==> src/rtl/audio_pkg.sv <==
// Shared audio types for the codec front end.
//   AUDIO_W    : native sample width of the effect chain
//   sample_t   : signed audio sample as seen by the effect stages
//   rx_state_t : I2S receiver word-alignment states
package audio_pkg;

    localparam int AUDIO_W = 16;

    typedef logic signed [AUDIO_W-1:0] sample_t;

    typedef enum logic [1:0] {
        ALIGN,
        SKIP,
        SHIFT,
        HOLD
    } rx_state_t;

endpackage

==> src/rtl/i2s_adc_rx_sync_edge.sv <==
// sync_edge: multi-flop synchroniser for an asynchronous 1-bit input,
// followed by a change detector on the synchronised level.
//   Clk    in   system clock
//   d_i    in   asynchronous input
//   q_o    out  synchronised level (STAGES flops behind the pin)
//   edge_o out  1 for one Clk when q_o differs from its previous value;
//               rise = edge_o & q_o, fall = edge_o & ~q_o
// The chain carries no reset so a reset never fabricates an edge
// on an input that is already high.
module sync_edge
    import audio_pkg::*;
#(
    parameter int STAGES = 2
) (
    input  logic Clk,
    input  logic d_i,
    output logic q_o,
    output logic edge_o
);

    logic [STAGES-1:0] chain_q;
    logic              last_q;

    always_ff @(posedge Clk) begin
        chain_q <= {chain_q[STAGES-2:0], d_i};
        last_q  <= chain_q[STAGES-1];
    end

    assign q_o    = chain_q[STAGES-1];
    assign edge_o = chain_q[STAGES-1] ^ last_q;

endmodule

==> src/rtl/i2s_adc_rx.sv <==
// i2s_adc_rx: I2S ADC receiver. Oversamples BCLK/LRCK/DAT in the Clk
// domain, aligns to LRCK, deserialises SAMPLE_W bits MSB-first per channel
// and emits one signed stereo frame per LRCK period.
//   Clk          in   system clock
//   reset        in   synchronous, active-low reset
//   aud_bclk     in   codec bit clock (asynchronous, much slower than Clk)
//   aud_adclrck  in   codec LR clock, 0 = left half, 1 = right half
//   aud_adcdat   in   codec serial data
//   left_out     out  last committed left sample
//   right_out    out  last committed right sample
//   frame_valid  out  one-cycle strobe when left_out/right_out update
//   short_err    out  sticky flag: an LRCK edge arrived mid-word
// Build option: define MONO_MIX_EN to drive both outputs with the
// average (left + right) >>> 1 instead of the independent channels.
module i2s_adc_rx
    import audio_pkg::*;
#(
    parameter int SAMPLE_W    = AUDIO_W,
    parameter int SYNC_STAGES = 2
) (
    input  logic                       Clk,
    input  logic                       reset,
    input  logic                       aud_bclk,
    input  logic                       aud_adclrck,
    input  logic                       aud_adcdat,
    output logic signed [SAMPLE_W-1:0] left_out,
    output logic signed [SAMPLE_W-1:0] right_out,
    output logic                       frame_valid,
    output logic                       short_err
);

    localparam int CNT_W = $clog2(SAMPLE_W + 1);

`ifdef MONO_MIX_EN
    // Sum at one extra bit so no overflow, then arithmetic halve.
    function automatic logic signed [SAMPLE_W-1:0] mono_mix(
        input logic signed [SAMPLE_W-1:0] a,
        input logic signed [SAMPLE_W-1:0] b
    );
        logic signed [SAMPLE_W:0] s;
        s = $signed({a[SAMPLE_W-1], a}) + $signed({b[SAMPLE_W-1], b});
        return s[SAMPLE_W:1];
    endfunction
`endif

    logic bclk_s, bclk_chg, lrck_s, lrck_chg, dat_s;
    logic [SYNC_STAGES-1:0] dat_sync_q;

    sync_edge #(.STAGES(SYNC_STAGES)) u_bclk_sync (
        .Clk    (Clk),
        .d_i    (aud_bclk),
        .q_o    (bclk_s),
        .edge_o (bclk_chg)
    );

    sync_edge #(.STAGES(SYNC_STAGES)) u_lrck_sync (
        .Clk    (Clk),
        .d_i    (aud_adclrck),
        .q_o    (lrck_s),
        .edge_o (lrck_chg)
    );

    // Same depth as the sync_edge chains so DAT stays aligned with BCLK.
    always_ff @(posedge Clk) begin
        dat_sync_q <= {dat_sync_q[SYNC_STAGES-2:0], aud_adcdat};
    end
    assign dat_s = dat_sync_q[SYNC_STAGES-1];

    rx_state_t                   state_q, state_d;
    logic [SAMPLE_W-1:0]         shreg_q, shreg_d;
    logic [CNT_W-1:0]            cnt_q, cnt_d;
    logic signed [SAMPLE_W-1:0]  left_hold_q, left_hold_d;
    logic                        left_ok_q, left_ok_d;
    logic signed [SAMPLE_W-1:0]  left_out_q, left_out_d;
    logic signed [SAMPLE_W-1:0]  right_out_q, right_out_d;
    logic                        frame_valid_q, frame_valid_d;
    logic                        short_err_q, short_err_d;
    logic                        lrck_pend_q, lrck_pend_d;

    logic                        bclk_rise, lrck_edge;
    logic signed [SAMPLE_W-1:0]  word_new;

    assign bclk_rise = bclk_chg & bclk_s;
    // An LRCK change anywhere since the previous BCLK rise is credited to
    // this rise, including one that lands in the same Clk cycle.
    assign lrck_edge = bclk_rise & (lrck_pend_q | lrck_chg);
    assign word_new  = {shreg_q[SAMPLE_W-2:0], dat_s};

    always_comb begin
        state_d       = state_q;
        shreg_d       = shreg_q;
        cnt_d         = cnt_q;
        left_hold_d   = left_hold_q;
        left_ok_d     = left_ok_q;
        left_out_d    = left_out_q;
        right_out_d   = right_out_q;
        frame_valid_d = 1'b0;
        short_err_d   = short_err_q;
        lrck_pend_d   = bclk_rise ? 1'b0 : (lrck_pend_q | lrck_chg);

        if (bclk_rise) begin
            if (state_q == ALIGN) begin
                if (lrck_edge) begin
                    state_d   = SKIP;
                    left_ok_d = 1'b0;
                end
            end else if (lrck_edge) begin
                // New half starts: drop any partial word and re-align.
                if (state_q == SHIFT) short_err_d = 1'b1;
                state_d = SKIP;
                cnt_d   = '0;
                shreg_d = '0;
                // Entering a left half invalidates any stale left word.
                if (!lrck_s) left_ok_d = 1'b0;
            end else begin
                case (state_q)
                    SKIP: begin
                        state_d = SHIFT;
                        cnt_d   = '0;
                        shreg_d = '0;
                    end
                    SHIFT: begin
                        shreg_d = word_new;
                        cnt_d   = cnt_q + 1'b1;
                        if (cnt_q == CNT_W'(SAMPLE_W - 1)) begin
                            state_d = HOLD;
                            if (!lrck_s) begin
                                left_hold_d = word_new;
                                left_ok_d   = 1'b1;
                            end else if (left_ok_q) begin
`ifdef MONO_MIX_EN
                                left_out_d  = mono_mix(left_hold_q, word_new);
                                right_out_d = mono_mix(left_hold_q, word_new);
`else
                                left_out_d  = left_hold_q;
                                right_out_d = word_new;
`endif
                                frame_valid_d = 1'b1;
                                left_ok_d     = 1'b0;
                            end
                        end
                    end
                    default: ;
                endcase
            end
        end
    end

    always_ff @(posedge Clk) begin
        if (!reset) begin
            state_q       <= ALIGN;
            shreg_q       <= '0;
            cnt_q         <= '0;
            left_hold_q   <= '0;
            left_ok_q     <= 1'b0;
            left_out_q    <= '0;
            right_out_q   <= '0;
            frame_valid_q <= 1'b0;
            short_err_q   <= 1'b0;
            lrck_pend_q   <= 1'b0;
        end else begin
            state_q       <= state_d;
            shreg_q       <= shreg_d;
            cnt_q         <= cnt_d;
            left_hold_q   <= left_hold_d;
            left_ok_q     <= left_ok_d;
            left_out_q    <= left_out_d;
            right_out_q   <= right_out_d;
            frame_valid_q <= frame_valid_d;
            short_err_q   <= short_err_d;
            lrck_pend_q   <= lrck_pend_d;
        end
    end

    assign left_out    = left_out_q;
    assign right_out   = right_out_q;
    assign frame_valid = frame_valid_q;
    assign short_err   = short_err_q;

endmodule

==> config.mk <==
export PLATFORM = sky130hd
export DESIGN_NAME = i2s_adc_rx
export DESIGN_NICKNAME = d
export VERILOG_FILES = /design/src/rtl/audio_pkg.sv /design/src/rtl/i2s_adc_rx_sync_edge.sv /design/src/rtl/i2s_adc_rx.sv
export SDC_FILE = /design/constraint.sdc
export NUM_CORES = 1
export LEC_CHECK = 0
export CORE_MARGIN = 3
export CORE_UTILIZATION = 49
export DETAILED_ROUTE_END_ITERATION = 16
export PLACE_DENSITY_LB_ADDON = 0.05
export REMOVE_ABC_BUFFERS = 1
export SKIP_CTS_REPAIR_TIMING = 1
export SLEW_MARGIN = 20
export SYNTH_ARGS = -nofsm -noshare
export SYNTH_HDL_FRONTEND = slang
export SYNTH_SLANG_ARGS = --single-unit
==> constraint.sdc <==
create_clock -name Clk -period 1.7 [get_ports Clk]
set_input_delay 0.34 -clock Clk [delete_from_list [all_inputs] [get_ports Clk]]
set_output_delay 0.34 -clock Clk [all_outputs]
set_load 0.03 [all_outputs]
==> impl_metrics.env <==
export IMPL_comb_power_share=0.036
export IMPL_violations="setup timing"
export IMPL_die_area_mm2=0.00706
export IMPL_wire_per_inst_um=16.1
export IMPL_finalHoldViolCount=0
export IMPL_setup_ws_ns=-0.142
export IMPL_slowest_stage="dfxtp_2"
export IMPL_dp_hpwl_mm=3.86
export IMPL_ctsHtreeMaxLevel=3
export IMPL_grt_max_degree=37
export IMPL_synthDistinctLibCells=43
export IMPL_synthAdderAreaFrac=0.00839
export IMPL_synth_warnings=0
export IMPL_start_util=0.522
export IMPL_p_sw_uw=784
export IMPL_clock_latency_ns=0.35
export IMPL_whs_ns=0.331
export IMPL_rsz0062_at_grt="yes"
export IMPL_grt_most_used_layer="met2"
export IMPL_synthSimpleGateAreaFrac=0.192
export IMPL_synthXorXnorAreaFrac=0.00839
export IMPL_internal_power_uw=2690
export IMPL_relSlewSlack=0.679
export IMPL_ios=39
export IMPL_vias=2460
export IMPL_ir_drop_uv=563
export IMPL_power_density_mw_per_mm2=799
export IMPL_dr_pass1_iters=6
export IMPL_antenna_found_initial=0
export IMPL_cts_max_path_buffers=2
export IMPL_postRouteWirelength_mm=7.40
export IMPL_cts_sinks=82
export IMPL_crit_arrival_ns=2.08
export IMPL_synth_seq_cells=82
export IMPL_worst_endpoint_required_ns=1.94
export IMPL_cts_tree="yes"
export IMPL_fin_crit_sh=1.08
export IMPL_muxShareOfSynthArea=0.0571
export IMPL_fin_area_mm2=0.00435
export IMPL_grt_pass1_wl_mm=10.5
export IMPL_drive_above_1_share=0.301
export IMPL_report_final_slew_viol_count=0
export IMPL_critPathLaunchType="flip-flop"
export IMPL_outcome="finished with violations"
export IMPL_p_seq_frac=0.561
export IMPL_worst_pin_slew_ns=0.481
export IMPL_crit_path_max_incr_delay_ns=0.37
export IMPL_port_buffers=38
export IMPL_die_x_um=84.0
export IMPL_numCtsBuffers=9
export IMPL_synth_compound_area_frac=0.138
export IMPL_path_delay_family="simple AND/OR/NAND/NOR gates"
export IMPL_p_sw_frac=0.226
export IMPL_worstPathMaxFanout=7
export IMPL_ys_seq_area_frac=0.551
export IMPL_use_met1=0.238
export IMPL_worst_path_buf_inv=2
export IMPL_placed_area_mm2=0.00355
export IMPL_n_antenna_cell=0
export IMPL_core_area_mm2=0.00571
export IMPL_netlist_area_mm2=0.00298
export IMPL_syn_to_final_growth_pct=46.0
export IMPL_drv_cap=0
export IMPL_p_clk_frac=0.403
export IMPL_clock_skew_ns=0.0117
export IMPL_synthCells=320
export IMPL_gp_congestion=0.829
export IMPL_grt_ovfl_total=0
export IMPL_grt_pass1_vias=2329
export IMPL_drtAntennaViolNets=0
export IMPL_avgSynthCellArea_um2=9.32
export IMPL_fin_crit_ns=1.84
export IMPL_synth_top_family_by_area="simple AND/OR/NAND/NOR gates"
export IMPL_cts_root_buffer="clkbuf_8"
export IMPL_grtUsageMet3=0.0543
export IMPL_drc=0
export IMPL_groute_usage_overall=0.183
export IMPL_min_path_type="reg2reg"
export IMPL_cp_end_kind="flip-flop"
export IMPL_die_h_um=84.0
export IMPL_setup_viol=49
export IMPL_use_met2=0.281
export IMPL_cp_cell_sequence="ha_4 -> and3_4 -> ha_4 -> nand3b_1 -> nor4_4 -> buf_4 -> buf_12 -> mux2i_1 -> nor2_1"
export IMPL_nets=388
export IMPL_drt_iter0_drc=142
export IMPL_vias_per_cell=5.37
export IMPL_clk_pin_slew_ns=0.08
export IMPL_fmax_mhz=543
export IMPL_crit_type="reg2reg"
export IMPL_crit_top_cell="ha_4"
export IMPL_p_leak_uw=0.00235
export IMPL_num_rows=27
power groups by stage:
stage                     sequential, µW  combinational, µW  clock [µW]
after floorplan                     1990               63.3           0
after global placement              2000                115           0
after detailed placement            2000                114           0
after CTS                           1950                115        1420
after global routing                1950                135        1500
final                               1950                125        1400
final cells by class:
cell class / instances / area [µm²]
Sequential cell: 82 / 1640
Fill cell: 390 / 1360
Clock inverter: 5 / 53.8
Inverter: 4 / 15.0
Tap cell: 72 / 90.1
Timing Repair Buffer: 71 / 881
Clock buffer: 11 / 141
Multi-Input combinational cell: 213 / 1530
synthesized netlist by cell type (all sizes together):
| master | number | area share |
|---|---|---|
| dfxtp | 82 | 0.55 |
| nand2 | 68 | 0.086 |
| a21oi | 37 | 0.063 |
| nor2 | 36 | 0.045 |
| a22oi | 17 | 0.043 |
| mux2i | 17 | 0.057 |
| clkbuf | 11 | 0.014 |
| buf | 10 | 0.026 |
| inv | 4 | 0.0050 |
| nand2b | 3 | 0.0063 |
| nor4 | 3 | 0.013 |
| a31oi | 2 | 0.0042 |
| ha | 2 | 0.0084 |
| nand3 | 2 | 0.0034 |
| nand3b | 2 | 0.0050 |
| nor2b | 2 | 0.0042 |
| nor3 | 2 | 0.0034 |
| o211ai | 2 | 0.0097 |
| or2 | 2 | 0.0042 |
| a211oi | 1 | 0.0025 |
| a311oi | 1 | 0.0050 |
| a31o | 1 | 0.0029 |
| and3 | 1 | 0.0021 |
| and3b | 1 | 0.0029 |
| and4 | 1 | 0.0029 |
| and4b | 1 | 0.0034 |
| nand4 | 1 | 0.0021 |
| nor4b | 1 | 0.0029 |
| o21a | 1 | 0.0025 |
| o31ai | 1 | 0.0025 |
| o32ai | 1 | 0.0029 |
| or3 | 1 | 0.0021 |
| or3b | 1 | 0.0029 |
| xnor2 | 1 | 0.0029 |
| xor2 | 1 | 0.0055 |
kinds of logic after synthesis:
kind of cell	count (synthesis)
and+or+nand+nor	128
xor gates and xnor gates	2
adders and majority gates	2
buffers and inverters	25
muxes	17
AOI/OAI and AO/OA	64
DFF	82
path summary, 6_finish.rpt:
path / startpoint / endpoint / slack (ns) / depth (start not counted)
worst max-delay path: cnt_q[1] / left_hold_q[0] / -0.14 / 9
worst min-delay path: u_bclk_sync.chain_q[0] / u_bclk_sync.chain_q[1] / 0.33 / 0
worst max register to register: cnt_q[1] / left_hold_q[0] / -0.14 / 9
worst min register to register: u_bclk_sync.chain_q[0] / u_bclk_sync.chain_q[1] / 0.33 / 0
per-stage QoR:
stage	utilization	TNS (ns)	setup WS, ns	total power, µW	instances
global route	0.762	-7.44	-0.257	3590	458
CTS	0.657	-6.25	-0.168	3480	445
global placement	0.623	-3.35	-0.0962	2110	429
finish	0.762	-3.96	-0.142	3480	458
floorplan	-	-34.53	-1.14	2060	299
detailed placement	0.623	-4.82	-0.141	2110	429
layer usage:
metal,part of all wire,vias to the layer above
li1,-,1205
met1,0.45,1188
met2,0.49,56
met3,0.047,11
met4,0.012,0
met5,0,-
state kept, by name, summed over array words and instances (netlist names), 2 cells and up:
signal               cells
cnt_q                    5
u_lrck_sync.chain_q      2
right_out               16
left_hold_q             16
left_out                16
u_bclk_sync.chain_q      2
shreg_q                 15
state_q                  2
dat_sync_q               2
placed cells by master, fill, tap and decap left out, types with 2 or more instances in the layout:
cell type	count
dfxtp_1	80
nand2_1	38
nor2_1	36
dlymetal6s2s_1	33
a21oi_2	22
nand2_4	21
a22oi_1	17
mux2i_1	16
buf_4	16
a21oi_1	15
clkbuf_8	10
nand2_2	9
buf_12	7
buf_6	6
clkdlybuf4s50_1	5
inv_1	3
nand2b_1	3
clkinv_2	3
clkbuf_16	3
nand3b_1	2
nor2b_1	2
nor4_4	2
nand3_1	2
nor3_1	2
ha_4	2
dfxtp_2	2
No activity file was read; power rests on OpenSTA's default activity.
